File: src/rtl/stream_buffer_arbiter_if.sv
// Handshake bundle between the stream-buffer FIFOs, the arbiter and the readout path.
// master = arbiter side, slave = FIFO bank / downstream side.
interface stream_buffer_arbiter_if #(
    parameter int N_CH = 4
);
    localparam int CW = $clog2(N_CH);

    logic                      en;
    logic [N_CH-1:0]           fifo_empty;
    logic [N_CH-1:0][39:0]     fifo_data;
    logic [N_CH-1:0]           fifo_rd_en;
    logic [39:0]               dout;
    logic [CW-1:0]             dout_ch;
    logic                      dout_valid;
    logic                      dout_ready;
    logic                      busy;
    logic [CW-1:0]             grant;

    modport master (
        input  en, fifo_empty, fifo_data, dout_ready,
        output fifo_rd_en, dout, dout_ch, dout_valid, busy, grant
    );

    modport slave (
        output en, fifo_empty, fifo_data, dout_ready,
        input  fifo_rd_en, dout, dout_ch, dout_valid, busy, grant
    );
endinterface

File: src/rtl/stream_buffer_arbiter.sv
// Round-robin burst reader: drains up to MAX_BURST words from one FIFO per grant
// into a registered valid/ready output stage tagged with the source channel.

module stream_buffer_arbiter_lane (
    input  logic sel,
    input  logic rd_ok,
    input  logic empty,
    output logic rd_en
);
    assign rd_en = sel & rd_ok & ~empty;
endmodule

module stream_buffer_arbiter #(
    parameter int N_CH      = 4,
    parameter int MAX_BURST = 4
) (
    input  logic                  clk,
    input  logic                  reset,
    stream_buffer_arbiter_if.master bus
);
    localparam int CW = $clog2(N_CH);

    typedef enum logic {IDLE, BURST} state_t;

    state_t          state, state_nx;
    logic [CW-1:0]   grant, grant_nx, last, last_nx, pick;
    logic [3:0]      burst_cnt, cnt_nx;
    logic [39:0]     dout;
    logic [CW-1:0]   dout_ch;
    logic            dout_valid;
    logic            have_req, load_ok, rd_ok, rd, grant_empty;
    logic [N_CH-1:0] rd_en;

    // Walk downwards so the nearest non-empty channel after 'last' wins.
    always_comb begin
        pick = last;
        for (int k = N_CH; k >= 1; k--) begin
            if (!bus.fifo_empty[CW'(last + CW'(k))])
                pick = CW'(last + CW'(k));
        end
    end

    assign have_req    = bus.en & ~(&bus.fifo_empty);
    assign load_ok     = ~dout_valid | bus.dout_ready;
    assign grant_empty = bus.fifo_empty[grant];
    assign rd_ok       = (state == BURST) & load_ok & (burst_cnt < 4'(MAX_BURST));

    for (genvar i = 0; i < N_CH; i++) begin : g_lane
        stream_buffer_arbiter_lane u_lane (
            .sel   (grant == CW'(i)),
            .rd_ok (rd_ok),
            .empty (bus.fifo_empty[i]),
            .rd_en (rd_en[i])
        );
    end

    assign rd = |rd_en;

    always_comb begin
        state_nx = state;
        grant_nx = grant;
        last_nx  = last;
        cnt_nx   = burst_cnt;
        case (state)
            IDLE: begin
                if (have_req) begin
                    state_nx = BURST;
                    grant_nx = pick;
                    last_nx  = pick;
                    cnt_nx   = '0;
                end
            end
            BURST: begin
                if (rd) begin
                    cnt_nx = burst_cnt + 4'd1;
                    if (burst_cnt == 4'(MAX_BURST - 1))
                        state_nx = IDLE;
                end else if (grant_empty) begin
                    state_nx = IDLE;
                end
            end
            default: state_nx = IDLE;
        endcase
    end

    always_ff @(posedge clk or posedge reset) begin
        if (reset) begin
            state     <= IDLE;
            grant     <= '0;
            last      <= CW'(N_CH - 1);
            burst_cnt <= '0;
        end else begin
            state     <= state_nx;
            grant     <= grant_nx;
            last      <= last_nx;
            burst_cnt <= cnt_nx;
        end
    end

    // Output stage: a read always refills it; an accepted word with no refill empties it.
    always_ff @(posedge clk or posedge reset) begin
        if (reset) begin
            dout       <= '0;
            dout_ch    <= '0;
            dout_valid <= 1'b0;
        end else if (rd) begin
            dout       <= bus.fifo_data[grant];
            dout_ch    <= grant;
            dout_valid <= 1'b1;
        end else if (bus.dout_ready) begin
            dout_valid <= 1'b0;
        end
    end

    assign bus.fifo_rd_en = rd_en;
    assign bus.dout       = dout;
    assign bus.dout_ch    = dout_ch;
    assign bus.dout_valid = dout_valid;
    assign bus.busy       = (state == BURST);
    assign bus.grant      = grant;
endmodule

File: src/flat_wrapper.sv
// flat-port wrapper written by rule: the top's interface ports become plain ports
module stream_buffer_arbiter_flat 
#(
    parameter int N_CH      = 4,
    parameter int MAX_BURST = 4
)
  (clk, reset, bus_en, bus_fifo_empty, bus_fifo_data, bus_dout_ready, bus_fifo_rd_en, bus_dout, bus_dout_ch, bus_dout_valid, bus_busy, bus_grant);
  stream_buffer_arbiter_if #(.N_CH(N_CH)) bus_i ();
  input  logic clk;
  input  logic reset;
  input wire logic [$bits(bus_i.en)-1:0] bus_en;
  input wire logic [$bits(bus_i.fifo_empty)-1:0] bus_fifo_empty;
  input wire logic [$bits(bus_i.fifo_data)-1:0] bus_fifo_data;
  input wire logic [$bits(bus_i.dout_ready)-1:0] bus_dout_ready;
  output wire logic [$bits(bus_i.fifo_rd_en)-1:0] bus_fifo_rd_en;
  output wire logic [$bits(bus_i.dout)-1:0] bus_dout;
  output wire logic [$bits(bus_i.dout_ch)-1:0] bus_dout_ch;
  output wire logic [$bits(bus_i.dout_valid)-1:0] bus_dout_valid;
  output wire logic [$bits(bus_i.busy)-1:0] bus_busy;
  output wire logic [$bits(bus_i.grant)-1:0] bus_grant;
  assign bus_i.en = bus_en;
  assign bus_i.fifo_empty = bus_fifo_empty;
  assign bus_i.fifo_data = bus_fifo_data;
  assign bus_i.dout_ready = bus_dout_ready;
  assign bus_fifo_rd_en = bus_i.fifo_rd_en;
  assign bus_dout = bus_i.dout;
  assign bus_dout_ch = bus_i.dout_ch;
  assign bus_dout_valid = bus_i.dout_valid;
  assign bus_busy = bus_i.busy;
  assign bus_grant = bus_i.grant;
  stream_buffer_arbiter #(.N_CH(N_CH), .MAX_BURST(MAX_BURST)) u_core (.clk(clk), .reset(reset), .bus(bus_i));
endmodule
File: config.mk
export PLATFORM = sky130hd
export DESIGN_NAME = stream_buffer_arbiter_flat
export DESIGN_NICKNAME = d
export VERILOG_FILES = /design/src/rtl/stream_buffer_arbiter_if.sv /design/src/rtl/stream_buffer_arbiter.sv /design/src/flat_wrapper.sv
export SDC_FILE = /design/constraint.sdc
export NUM_CORES = 1
export LEC_CHECK = 0
export ABC_AREA = 1
export BUFFER_PORTS_ARGS = -buffer_cell sky130_fd_sc_hd__buf_2
export CAP_MARGIN = 20
export CORE_MARGIN = 2
export CORE_UTILIZATION = 30
export CTS_CLUSTER_DIAMETER = 200
export DETAILED_ROUTE_END_ITERATION = 10
export GPL_ROUTABILITY_DRIVEN = 0
export SYNTH_ARGS = -nofsm -noshare
export SYNTH_HDL_FRONTEND = slang
export SYNTH_HIERARCHICAL = 1
export SYNTH_SLANG_ARGS = --single-unit
File: constraint.sdc
create_clock -name clk -period 2.5 [get_ports clk]
set_input_delay 0.5 -clock clk [delete_from_list [all_inputs] [get_ports clk]]
set_output_delay 0.5 -clock clk [all_outputs]
set_load 0.02 [all_outputs]
==> out/qor.txt, run 1 <==
GLOBAL ROUTING
-------------------------------------------------------------------------------------
Via count of the first global-routing pass .............................         3924
Wire length of the first global-routing pass ...........................      17.9 mm
Overall fraction of global-route tracks in use .........................        18.8%
Maximum number of pins on one net before global-route repair ...........           50
Remaining global-route overflow ........................................            0
Number of antenna violations at the first check in global routing ......            0

JOB
-------------------------------------------------------------------------------------
Max_cap viols ..........................................................            0

STA
-------------------------------------------------------------------------------------
Worst slew margin relative to its limit ................................        59.9%
Count of final max-slew check failures .................................            0
Measured slew at the worst slew-check pin ..............................     0.600 ns
Final sum of negative setup slack ......................................         0 ns
Minimum period implied by the final worst setup slack ..................      2.21 ns
Final worst setup slack ................................................     0.294 ns
Setup repair after global routing missed its margin ....................        false
Final setup violation count ............................................            0
Final number of hold-violating endpoints ...............................            0
Final period util ......................................................        88.2%
Maximum clock frequency ................................................      453 MHz
Max Clock Skew .........................................................   0.00753 ns

DIE
-------------------------------------------------------------------------------------
Starting Density .......................................................        30.4%
Die width ..............................................................       108 µm
Die outline area .......................................................   0.0118 mm²
I/O pin count ..........................................................          218
Placeable core area ....................................................   0.0107 mm²
Vertical die dimension .................................................       108 µm
Core Rows ..............................................................           38

ROUTE
-------------------------------------------------------------------------------------
Count of nets left with antenna violations after detail routing ........            0
Count of routing violations after the opening detailed-route iteration .          203
Drt drc ................................................................            0
Vias per cell ..........................................................         4.78
DRT Wirelength .........................................................      11.1 mm
First-pass iteration count of the detailed router ......................            4
Via count ..............................................................         3944
Average routed wire per standard cell ..................................      13.4 µm

FINISH
-------------------------------------------------------------------------------------
Area Overhead vs Synth .................................................        38.7%
Final standard cell utilization of the core ............................        42.2%
Antenna fix cells ......................................................            0
Fraction of layout instances using a drive strength above 1 ............        37.5%
# nets final ...........................................................          853

SYNTH
-------------------------------------------------------------------------------------
Average cell area after synthesis ......................................     6.84 µm²
Leading area contributor after synthesis ............................... sky130_fd_sc_hd__dfrtp_1
Yosys top cell area share ..............................................        38.2%
Yosys reg bits .........................................................           52
Fraction of the yosys area taken by sequential cells ...................        39.8%
Post-synthesis cell area ...............................................  0.00327 mm²
Cell count after synthesis .............................................          478
YS warnings ............................................................            6
Biggest area contributors in the synthesized netlist ................... sky130_fd_sc_hd__dfrtp_1 38%, sky130_fd_sc_hd__nand2_1 32%, sky130_fd_sc_hd__nand4_1 6.9%
Post-synthesis net count ...............................................          647
Synth cell types .......................................................           30

CLOCK TREE
-------------------------------------------------------------------------------------
Number of buffers added for setup after CTS ............................            0
Library cell used as clock root buffer ................................. sky130_fd_sc_hd__clkbuf_8
Clock Latency Late Sink ................................................      0.29 ns
Number of buffers created by CTS .......................................            5
Largest buffer count on any clock path .................................            2
Clock Sink Count .......................................................           52
Number of cells upsized or downsized after cts .........................            0
Number of hold buffers added after CTS .................................            0
Clock-pin slew of the registers on the worst-case setup and hold paths .      0.09 ns
Clock tree from TritonCTS ..............................................         done
H-tree levels ..........................................................            2

PLACED DESIGN
-------------------------------------------------------------------------------------
Post-DP HPWL ...........................................................      8.29 mm
Worst slack after detailed placement ...................................     0.240 ns
PortBufs ...............................................................          217

POWER AND IR DROP
-------------------------------------------------------------------------------------
Total leakage power ....................................................      2.53 nW
Peak ir drop on the vdd network ........................................      1.06 mV
Pwr dens ...............................................................  1180 mW/mm²
Total design power .....................................................      5.35 mW

SETUP PATH
-------------------------------------------------------------------------------------
CP required ............................................................      2.00 ns
Sort of element at the end of the critical path ........................  output port
R2R setup slack ........................................................      0.37 ns
CP Class ...............................................................   reg -> out
Arrival time of data at the critical path endpoint .....................      1.71 ns
Worst Setup Start Kind .................................................         flop
Highest net fanout along the worst path ................................            4

STATUS
-------------------------------------------------------------------------------------
Status ................................................................. finished clean

HOLD PATH
-------------------------------------------------------------------------------------
Path class of the lowest-slack min-delay path ..........................  in -> async

==> metrics by stage <==
| stage | cell area [µm²] | std cells | hold WS [ns] |
|---|---|---|---|
| 3_3_place_gp | 4450 | 817 | 0.458 |
| 4_1_cts | 4540 | 825 | 0.283 |
| 6_report | 4540 | 825 | 0.260 |
| 2_1_floorplan | 3270 | 478 | 0.488 |
| 5_1_grt | 4540 | 825 | 0.296 |
| 3_5_place_dp | 4450 | 817 | 0.460 |
==> worst max-delay path: stages (launching register included) <==
cell and delay, ns:
sky130_fd_sc_hd__dfrtp_1 0.40, sky130_fd_sc_hd__inv_1 0.07, sky130_fd_sc_hd__o21ai_0 0.07, sky130_fd_sc_hd__nor3_1 0.42, sky130_fd_sc_hd__nand2_1 0.14, sky130_fd_sc_hd__nor2_2 0.14, sky130_fd_sc_hd__buf_2 0.18
==> registers in the layout (all words and copies together) (netlist names) <==
register and flops:
u_core/burst_cnt 4, u_core/bus.grant 2, u_core/bus.dout 40, u_core/bus.dout_ch 2, u_core/last 2, u_core/bus.busy 1, u_core/bus.dout_valid 1
==> path summary, 6_finish.rpt <==
path                                  startpoint  cells past startpoint                    end
max reg2reg                u_core/bus.dout_valid                     11    u_core/burst_cnt[3]
max                        u_core/bus.dout_valid                      6      bus_fifo_rd_en[3]
min                                        reset                      2    u_core/bus.dout[26]
min in group clk                  bus_dout_ready                      2  u_core/bus.dout_valid
min reg2reg                   u_core/bus.dout[9]                      2     u_core/bus.dout[9]
max in group asynchronous                  reset                      3         u_core/last[1]
==> power breakdown <==
group	switching, mW	internal [mW]
Clock	0.264	0.227
Sequential	0.267	1.23
Combinational	2.23	1.13
Total	2.76	2.59
==> logic make-up (layout without fill, tap and decap cells) <==
logic type / count (synthesis) / count (layout) / synth area share [%]
buffers and inverters: 41 / 248 / 7.38
AO/OA/AOI/OAI: 28 / 28 / 5.62
AND/OR/NAND/NOR: 354 / 354 / 46.2
XOR/XNOR: 2 / 2 / 0.535
flip-flops: 52 / 52 / 39.8
adder cells (fa/ha/maj): 1 / 1 / 0.382
==> metal layers <==
| layer | track usage (%) | share of wire, % | up-vias | wire, µm |
|---|---|---|---|---|
| met2 | 34.5 | 49 | 149 | 5460 |
| met3 | 3.86 | 7.5 | 8 | 834 |
| li1 | - | - | 1952 | - |
| met4 | 4.85 | 0.96 | 0 | 106 |
| met1 | 22.3 | 42 | 1835 | 4670 |
| met5 | 0 | 0 | - | 0 |
==> cells in the final DEF (no fill, tap or decap) <==
cell and n:
sky130_fd_sc_hd__clkbuf_8 6, sky130_fd_sc_hd__clkbuf_1 2, sky130_fd_sc_hd__nor2_2 4, sky130_fd_sc_hd__o21a_1 1
sky130_fd_sc_hd__nand4_1 36, sky130_fd_sc_hd__nand2_1 279, sky130_fd_sc_hd__inv_2 4, sky130_fd_sc_hd__ha_1 1
sky130_fd_sc_hd__nor2_4 4, sky130_fd_sc_hd__buf_12 2, sky130_fd_sc_hd__nand2_2 7, sky130_fd_sc_hd__nor3_1 1
sky130_fd_sc_hd__a41oi_1 1, sky130_fd_sc_hd__a22oi_1 10, sky130_fd_sc_hd__inv_1 10, sky130_fd_sc_hd__a31oi_1 5
sky130_fd_sc_hd__buf_2 217, sky130_fd_sc_hd__o2111ai_1 1, sky130_fd_sc_hd__inv_8 1, sky130_fd_sc_hd__dfstp_2 2
sky130_fd_sc_hd__o21ai_0 8, sky130_fd_sc_hd__nand3b_1 1, sky130_fd_sc_hd__nand3_2 4, sky130_fd_sc_hd__o22ai_1 2
sky130_fd_sc_hd__xnor2_1 1, sky130_fd_sc_hd__xor2_1 1, sky130_fd_sc_hd__nand3_1 11, sky130_fd_sc_hd__nor2_1 7
sky130_fd_sc_hd__buf_4 6, sky130_fd_sc_hd__dfrtp_1 50
==> Yosys cell counts (all sizes together) <==
master   number
o21ai         8
o21a          1
ha            1
nor3          1
nand4        36
clkbuf        5
xnor2         1
dfrtp        50
xor2          1
a22oi        10
o2111ai       1
buf          21
nand3b        1
o22ai         2
a31oi         5
dfstp         2
nor2         15
nand3        15
nand2       286
inv          15
a41oi         1
==> layout make-up <==
cell class	count	area, µm²
flip-flops and latches	52	1300
multi-input cells	385	1730
clock buffers	8	90.1
fillers	1179	6210
inverters	15	63.8
repair buffers	225	1170
well taps	140	175
Note: power is estimated with default switching activity, not from simulation.
==> run 2, diff against run 1 <==
==> constraint.sdc (replaced) <==
create_clock -name clk -period 2.5 [get_ports clk]
set_input_delay 0.375 -clock clk [delete_from_list [all_inputs] [get_ports clk]]
set_output_delay 0.375 -clock clk [all_outputs]
set_load 0.02 [all_outputs]
==> out/qor.txt, run 2 (synthesis gave the netlist of run 1 again) <==
STATUS
-------------------------------------------------------------------------------------
Status ................................................................. finished clean

FINISH
-------------------------------------------------------------------------------------
Antenna fix cells ......................................................            0   unchanged
Reg with most FFs ...................................................... u_core/bus.dout
Commonest non-fill, non-tap cell in the layout ......................... sky130_fd_sc_hd__nand2_1
Final standard cell utilization of the core ............................        42.1%   -0.16 points
Commonest non-fill, non-tap cells in the layout ........................ 279 x sky130_fd_sc_hd__nand2_1, 217 x sky130_fd_sc_hd__buf_2, 50 x sky130_fd_sc_hd__dfrtp_1, 36 x sky130_fd_sc_hd__nand4_1, 11 x sky130_fd_sc_hd__nand3_1
# nets final ...........................................................          852   -0.12%
Area Overhead vs Synth .................................................        38.2%
Footprint of the flip-flops and latches ................................  0.00130 mm²   unchanged
Fill cell total of the finished layout .................................         1152   -2.3%
Largest register FFs ...................................................           40   unchanged
Post-route standard cell area excluding fillers ........................  0.00452 mm²   -0.39%
Leading registers by flop count ........................................ u_core/bus.dout: 40 flops, u_core/burst_cnt: 4 flops
Total area of multi-input combinational cells ..........................  0.00173 mm²   unchanged
Fraction of layout instances using a drive strength above 1 ............        37.7%   +0.20 points

PLACED DESIGN
-------------------------------------------------------------------------------------
Post-Place Cell Area ...................................................  0.00443 mm²   -0.45%
PortBufs ...............................................................          217   unchanged
Post-DP HPWL ...........................................................      8.12 mm   -2.0%

STA
-------------------------------------------------------------------------------------
Setup repair after global routing missed its margin ....................        false
Worst-case hold slack ..................................................     0.118 ns   -0.142 ns
Worst slew margin relative to its limit ................................        66.6%   +6.6 points
Final period util ......................................................        83.2%   -5.1 points
Measured slew at the worst slew-check pin ..............................     0.498 ns   -0.102 ns
Final setup violation count ............................................            0   unchanged
Minimum period implied by the final worst setup slack ..................      2.08 ns   -0.127 ns
Final sum of negative setup slack ......................................         0 ns   unchanged
Max Clock Skew .........................................................    0.0114 ns   +0.00385 ns
Maximum clock frequency ................................................      481 MHz   +6.1%
Count of final max-slew check failures .................................            0   unchanged
Final number of hold-violating endpoints ...............................            0   unchanged

SETUP PATH
-------------------------------------------------------------------------------------
Source of the worst register-to-register timing path ................... u_core/bus.busy
Arrival time of data at the critical path endpoint .....................      2.30 ns   +0.59 ns
Sort of element at the end of the critical path ........................         flop
CP Class ...............................................................   reg -> reg
R2R setup slack ........................................................      0.42 ns   +0.05 ns
Cells along the critical path .......................................... o21ai_0 > nor3_1 > nand2_1 > nor2_2 > nor2_1 > nand2_2 > buf_4 > nor2_1 > a31oi_1
CP required ............................................................      2.72 ns   +0.72 ns
Buffer and inverter count on the worst path ............................            1   -1
Most frequent cell on the critical path ................................ sky130_fd_sc_hd__nor2_1
Worst-case reg-to-reg path depth .......................................            9   -2
Worst Setup Start Kind .................................................         flop
Largest incremental delay on the critical path .........................      0.42 ns   about the same
Crit path max-delay family ............................................. simple AND/OR/NAND/NOR gates
Highest net fanout along the worst path ................................           46   +42
Terminus of the critical flop-to-flop path ............................. u_core/bus.dout[28]
Cell with the biggest individual delay on the critical path ............ sky130_fd_sc_hd__dfrtp_1

ROUTE
-------------------------------------------------------------------------------------
Count of routing violations after the opening detailed-route iteration .          275   +35%
Average routed wire per standard cell ..................................      13.4 µm   -0.45%
Drt drc ................................................................            0   unchanged
Count of nets left with antenna violations after detail routing ........            0   unchanged
First-pass iteration count of the detailed router ......................            5   +1
Vias per cell ..........................................................         4.76   -0.34%
Via count ..............................................................         3926   -0.46%
DRT Wirelength .........................................................      11.0 mm   -0.57%

CLOCK TREE
-------------------------------------------------------------------------------------
Number of buffers added for setup after CTS ............................            0   unchanged
Clock tree from TritonCTS ..............................................         done
Library cell used as clock root buffer ................................. sky130_fd_sc_hd__clkbuf_8
Number of cells upsized or downsized after cts .........................            0   unchanged
Clock-pin slew of the registers on the worst-case setup and hold paths .      0.10 ns   about the same
H-tree levels ..........................................................            2   unchanged
Number of hold buffers added after CTS .................................            0   unchanged
Largest buffer count on any clock path .................................            2   unchanged
Clock Sink Count .......................................................           52   unchanged
Clock Latency Late Sink ................................................      0.30 ns   about the same
Number of buffers created by CTS .......................................            5   unchanged

DIE
-------------------------------------------------------------------------------------
I/O pin count ..........................................................          218   unchanged
Vertical die dimension .................................................       108 µm   unchanged
Die outline area .......................................................   0.0118 mm²   unchanged
Placeable core area ....................................................   0.0107 mm²   unchanged
Starting Density .......................................................        30.4%   unchanged
Die width ..............................................................       108 µm   unchanged
Core Rows ..............................................................           38   unchanged

GLOBAL ROUTING
-------------------------------------------------------------------------------------
Overall fraction of global-route tracks in use .........................        18.3%   -0.56 points
Wire length of the first global-routing pass ...........................      17.3 mm   -3.4%
Via count of the first global-routing pass .............................         3815   -2.8%
Remaining global-route overflow ........................................            0   unchanged
Maximum number of pins on one net before global-route repair ...........           53   +6.0%
Number of antenna violations at the first check in global routing ......            0   unchanged

POWER AND IR DROP
-------------------------------------------------------------------------------------
Switching power of the nets ............................................      2.74 mW   -0.58%
Total leakage power ....................................................      2.52 nW   about the same
Peak ir drop on the vdd network ........................................     0.804 mV   -24%
Combinational group share of total power ...............................        62.2%   -0.6 points
Power Internal .........................................................      2.55 mW   -1.7%
Portion of total power attributed to the clock network .................         9.4%   +0.2 points
Seq pwr share ..........................................................        28.4%   +0.3 points
Total design power .....................................................      5.29 mW   -1.1%
Pwr dens ...............................................................  1170 mW/mm²   -0.75%
Switching Fraction .....................................................        51.8%   +0.29 points

HOLD PATH
-------------------------------------------------------------------------------------
Path class of the lowest-slack min-delay path ..........................  in -> async

JOB
-------------------------------------------------------------------------------------
Max_cap viols ..........................................................            0   unchanged

==> run 2: changes by cell type in the layout (fill, tap and decap cells not counted) <==
| cell | change |
|---|---|
| sky130_fd_sc_hd__clkinv_2 | +2 |
| sky130_fd_sc_hd__clkbuf_1 | -2 |
| sky130_fd_sc_hd__buf_12 | -1 |
==> run 2: worst max-delay path by stage <==
stage,start,end,cells after the start
2_1_floorplan,u_core/bus.grant[0],u_core/bus.dout[10],11
3_3_place_gp,bus_dout_ready,u_core/bus.busy,10
3_5_place_dp,bus_dout_ready,u_core/bus.dout[28],10
4_1_cts,u_core/bus.busy,u_core/bus.dout[28],9
5_1_grt,u_core/bus.busy,u_core/bus.dout[28],9
6_report,u_core/bus.busy,u_core/bus.dout[28],9
==> run 2: per-stage QoR <==
step                instances  setup slack, ns
floorplan                 478            0.352
global placement          816            0.511
global route              824            0.116
detailed placement        816            0.352
CTS                       824            0.378
finish                    824            0.421
==> run 2: cell type report <==
cell class                 count  share of cell area (%)
multi-input combinational    385                    38.4
clock inverter                 2                   0.221
tap                          140                    3.87
clock buffer                   6                    1.83
inverter                      15                    1.41
timing repair buffer         224                    25.5
sequential                    52                    28.8
==> run 2: power groups by stage <==
stage                     Combinational (mW)  Clock [mW]  Sequential (mW)
after floorplan                         2.03           0             1.87
after global placement                  3.25           0             1.51
after detailed placement                3.32           0             1.52
after CTS                               3.33       0.522             1.51
after global routing                    3.70       0.551             1.56
final                                   3.29       0.496             1.50
==> run 2: tightest hold or removal path, stage by stage <==
cell and delay [ns]:
sky130_fd_sc_hd__buf_2 0.10, sky130_fd_sc_hd__inv_2 0.06, sky130_fd_sc_hd__buf_12 0.26
==> run 2: routing by layer <==
metal	GRT usage [%]	up-vias	part of all wire [%]
met5	0	-	0
met4	4.49	0	0.79
met3	3.32	8	6.9
met2	34.1	148	49
met1	21.5	1823	43
li1	-	1947	-
==> run 3, diff against run 2 <==
--- a/config.mk
+++ b/config.mk
@@ -5,7 +5,7 @@
 export SDC_FILE = /design/constraint.sdc
 export NUM_CORES = 1
 export LEC_CHECK = 0
-export ABC_AREA = 1
+export ABC_AREA = 0
 export BUFFER_PORTS_ARGS = -buffer_cell sky130_fd_sc_hd__buf_2
 export CAP_MARGIN = 20
 export CORE_MARGIN = 2
==> constraint.sdc (replaced) <==
create_clock -name clk -period 2.14 [get_ports clk]
set_input_delay 0.321 -clock clk [delete_from_list [all_inputs] [get_ports clk]]
set_output_delay 0.321 -clock clk [all_outputs]
set_load 0.02 [all_outputs]
==> out/qor.txt, run 3 <==
CLOCK TREE
-------------------------------------------------------------------------------------
Clock tree from TritonCTS ..............................................         done
Library cell used as clock root buffer ................................. sky130_fd_sc_hd__clkbuf_8
H-tree levels ..........................................................            2   unchanged
Clock Sink Count .......................................................           52   unchanged
Number of cells upsized or downsized after cts .........................            0   unchanged
Largest buffer count on any clock path .................................            2   unchanged
Clock-pin slew of the registers on the worst-case setup and hold paths .      0.09 ns   about the same
Number of buffers added for setup after CTS ............................            0   unchanged
Number of hold buffers added after CTS .................................            0   unchanged
Clock Latency Late Sink ................................................      0.30 ns   about the same
Number of buffers created by CTS .......................................            5   unchanged

STA
-------------------------------------------------------------------------------------
Final number of hold-violating endpoints ...............................            0   unchanged
Minimum period implied by the final worst setup slack ..................      2.04 ns   -0.0390 ns
Final setup violation count ............................................            0   unchanged
Final period util ......................................................        95.3%   +12 points
Worst slew margin relative to its limit ................................        57.6%   -8.9 points
Worst-case hold slack ..................................................    0.0927 ns   -0.0248 ns
Count of final max-slew check failures .................................            0   unchanged
Setup repair after global routing missed its margin ....................         true
Max Clock Skew .........................................................   0.00673 ns   -0.00465 ns
Maximum clock frequency ................................................      490 MHz   +1.9%
Measured slew at the worst slew-check pin ..............................     0.635 ns   +0.137 ns

FINISH
-------------------------------------------------------------------------------------
# nets final ...........................................................          678   -20%
Largest register FFs ...................................................           40   unchanged
Post-route standard cell area excluding fillers ........................  0.00459 mm²   +1.4%
Commonest non-fill, non-tap cell in the layout ......................... sky130_fd_sc_hd__buf_2
Total area of multi-input combinational cells ..........................  0.00178 mm²   +2.4%
Fill cell total of the finished layout .................................         1029   -11%
Footprint of the flip-flops and latches ................................  0.00131 mm²   +0.19%
Area Overhead vs Synth .................................................        41.9%
Antenna fix cells ......................................................            0   unchanged
Reg with most FFs ...................................................... u_core/bus.dout
Fraction of layout instances using a drive strength above 1 ............        56.7%   +19 points
Commonest non-fill, non-tap cells in the layout ........................ 217 x sky130_fd_sc_hd__buf_2, 126 x sky130_fd_sc_hd__nand2_1, 48 x sky130_fd_sc_hd__dfrtp_1, 41 x sky130_fd_sc_hd__mux4_2, 12 x sky130_fd_sc_hd__buf_4
Leading registers by flop count ........................................ u_core/bus.dout: 40 flops, u_core/burst_cnt: 4 flops

POWER AND IR DROP
-------------------------------------------------------------------------------------
Pwr dens ...............................................................  1330 mW/mm²   +13%
Seq pwr share ..........................................................        28.2%   -0.2 points
Power Internal .........................................................      3.46 mW   +36%
Switching Fraction .....................................................        43.2%   -8.6 points
Combinational group share of total power ...............................        59.9%   -2.3 points
Total leakage power ....................................................      2.46 nW   -2.4%
Portion of total power attributed to the clock network .................        11.9%   +2.5 points
Peak ir drop on the vdd network ........................................     0.632 mV   -21%
Switching power of the nets ............................................      2.63 mW   -4.0%

SETUP PATH
-------------------------------------------------------------------------------------
Cells along the critical path .......................................... nor2_1 > and3_1 > and3b_2 > or4_1 > buf_4 > nand2_1 > nand2_1
R2R setup slack ........................................................       0.1 ns   -0.32 ns
Worst-case reg-to-reg path depth .......................................            7   -2
CP Class ...............................................................   reg -> reg
Largest incremental delay on the critical path .........................      0.61 ns   +0.19 ns
Highest net fanout along the worst path ................................           21   -54%
Worst Setup Start Kind .................................................         flop
Terminus of the critical flop-to-flop path ............................. u_core/bus.dout[11]
Launch point of the critical path ...................................... u_core/burst_cnt[2]
CP required ............................................................      2.33 ns   -0.39 ns
Sort of element at the end of the critical path ........................         flop
Source of the worst register-to-register timing path ................... u_core/burst_cnt[2]
Most frequent cell on the critical path ................................ sky130_fd_sc_hd__nand2_1
Arrival time of data at the critical path endpoint .....................      2.23 ns   -0.07 ns
Cell with the biggest individual delay on the critical path ............ sky130_fd_sc_hd__or4_1

ROUTE
-------------------------------------------------------------------------------------
Average routed wire per standard cell ..................................      14.4 µm   +7.5%
Count of routing violations after the opening detailed-route iteration .          141   -49%
Vias per cell ..........................................................         4.75   -0.32%
Via count ..............................................................         3068   -22%
Count of nets left with antenna violations after detail routing ........            0   unchanged
Drt drc ................................................................            0   unchanged
First-pass iteration count of the detailed router ......................            4   -1
DRT Wirelength .........................................................      9.28 mm   -16%

GLOBAL ROUTING
-------------------------------------------------------------------------------------
Remaining global-route overflow ........................................            0   unchanged
Via count of the first global-routing pass .............................         3131   -18%
Overall fraction of global-route tracks in use .........................        15.6%   -2.7 points
Wire length of the first global-routing pass ...........................      14.4 mm   -16%
Number of antenna violations at the first check in global routing ......            0   unchanged
Maximum number of pins on one net before global-route repair ...........           28   -47%

SYNTH
-------------------------------------------------------------------------------------
Number of enable-type register cells in the synthesized netlist ........            0   unchanged
Synth cell types .......................................................           37   +23%
Post-synthesis net count ...............................................          460   -29%
Post-synthesis cell area ...............................................  0.00323 mm²   -1.3%
Yosys top cell area share ..............................................        38.7%   +0.49 points
Ranking of synthesized cells by instance count ......................... 126 x sky130_fd_sc_hd__nand2_1, 50 x sky130_fd_sc_hd__dfrtp_1, 41 x sky130_fd_sc_hd__mux4_2, 9 x sky130_fd_sc_hd__buf_2, 8 x sky130_fd_sc_hd__buf_6
YS warnings ............................................................            6   unchanged
Biggest area contributors in the synthesized netlist ................... sky130_fd_sc_hd__dfrtp_1 39%, sky130_fd_sc_hd__mux4_2 29%, sky130_fd_sc_hd__nand2_1 15%
Dominant cell by count in the synthesized netlist ...................... sky130_fd_sc_hd__nand2_1
Fraction of the yosys area taken by sequential cells ...................        40.4%   +0.51 points
Cell count after synthesis .............................................          291   -39%
Yosys reg bits .........................................................           52   unchanged
Leading area contributor after synthesis ............................... sky130_fd_sc_hd__dfrtp_1
Dominant register cell in the synthesized netlist ...................... sky130_fd_sc_hd__dfrtp_1
Average cell area after synthesis ......................................     11.1 µm²   +62%
Async S/R FF share, synth ..............................................         100%   unchanged

HOLD PATH
-------------------------------------------------------------------------------------
Path class of the lowest-slack min-delay path ..........................  in -> async

DIE
-------------------------------------------------------------------------------------
Die width ..............................................................       108 µm   -0.61%
Core Rows ..............................................................           37   -2.6%
Placeable core area ....................................................   0.0104 mm²   -3.5%
Vertical die dimension .................................................       108 µm   -0.61%
I/O pin count ..........................................................          218   unchanged
Die outline area .......................................................   0.0116 mm²   -1.2%
Starting Density .......................................................        31.2%   +0.70 points

PLACED DESIGN
-------------------------------------------------------------------------------------
Post-Place Cell Area ...................................................  0.00446 mm²   +0.71%
PortBufs ...............................................................          217   unchanged
Post-DP HPWL ...........................................................      7.51 mm   -7.5%

STATUS
-------------------------------------------------------------------------------------
Status ................................................................. finished clean

JOB
-------------------------------------------------------------------------------------
Max_cap viols ..........................................................            0   unchanged

-- run 3: cell count changes after synthesis, moves of 4 or more --
cell,change
sky130_fd_sc_hd__nand2_2,-6
sky130_fd_sc_hd__and3b_1,+4
sky130_fd_sc_hd__a31oi_1,-5
sky130_fd_sc_hd__o21ai_0,-4
sky130_fd_sc_hd__nand2_1,-154
sky130_fd_sc_hd__buf_4,-7
sky130_fd_sc_hd__mux4_2,+41
sky130_fd_sc_hd__nand3_2,-4
sky130_fd_sc_hd__nor2_2,-5
sky130_fd_sc_hd__nand4_1,-36
sky130_fd_sc_hd__nor2b_1,+4
sky130_fd_sc_hd__inv_1,-8
sky130_fd_sc_hd__nand3_1,-9
sky130_fd_sc_hd__a22oi_1,-10
-- run 3: kinds of logic (layout without fill, tap and decap cells) --
family	after synthesis	count (layout)	share of synthesized area [%]
and+or+nand+nor	154	154	20.7
DFF	52	52	40.4
muxes	42	42	28.9
buffers and inverters	22	241	4.76
AOI/OAI and AO/OA	19	19	4.65
adders and majority gates	1	1	0.387
xor gates and xnor gates	1	1	0.271
-- run 3: metal layers --
layer	track usage (%)	wire length, µm
met4	3.75	64
met1	19.0	3700
met5	0	0
met3	3.21	680
met2	28.1	4830
-- run 3: final cells by class --
cell class | instances | share of cell area, %
Clock buffer | 7 | 2.10
Clock inverter | 1 | 0.655
Inverter | 3 | 0.246
Multi-Input combinational cell | 217 | 38.7
Sequential cell | 52 | 28.5
Tap cell | 136 | 3.71
Timing Repair Buffer | 230 | 26.1
-- run 3: through the flow --
step / util (%) / cells / power [mW] / setup TNS (ns) / setup slack, ns
finish: 44.2 / 646 / 6.09 / 0 / 0.0996
global route: 44.2 / 646 / 6.60 / -0.0485 / -0.0129
CTS: 44.2 / 646 / 6.19 / 0 / 0.0897
detailed placement: 43.0 / 638 / 5.43 / 0 / 0.0462
global placement: 43.0 / 638 / 5.36 / 0 / 0.0874
floorplan: - / 291 / 4.52 / -0.812 / -0.0201
-- run 3: worst max path at each step --
stage               depth (start not counted)                   to
floorplan                                   9  u_core/bus.dout[10]
global placement                            8   u_core/bus.dout[0]
detailed placement                          8   u_core/bus.dout[0]
CTS                                         7   u_core/bus.dout[0]
global route                                7   u_core/bus.dout[0]
finish                                      7  u_core/bus.dout[11]
-- run 3: power groups by stage --
| stage | combinational (mW) | sequential (mW) | clock (mW) |
|---|---|---|---|
| after floorplan | 2.28 | 2.24 | 0 |
| after global routing | 4.02 | 1.79 | 0.800 |
| after detailed placement | 3.69 | 1.74 | 0 |
| after CTS | 3.70 | 1.72 | 0.764 |
| final | 3.65 | 1.72 | 0.725 |
| after global placement | 3.63 | 1.73 | 0 |
-- run 3: worst max-delay path, delay by kind of cell, from the launching register on --
family	cells	cell delay [ns]
DFF	1	0.41
buffers and inverters	1	0.25
and+or+nand+nor	6	1.28
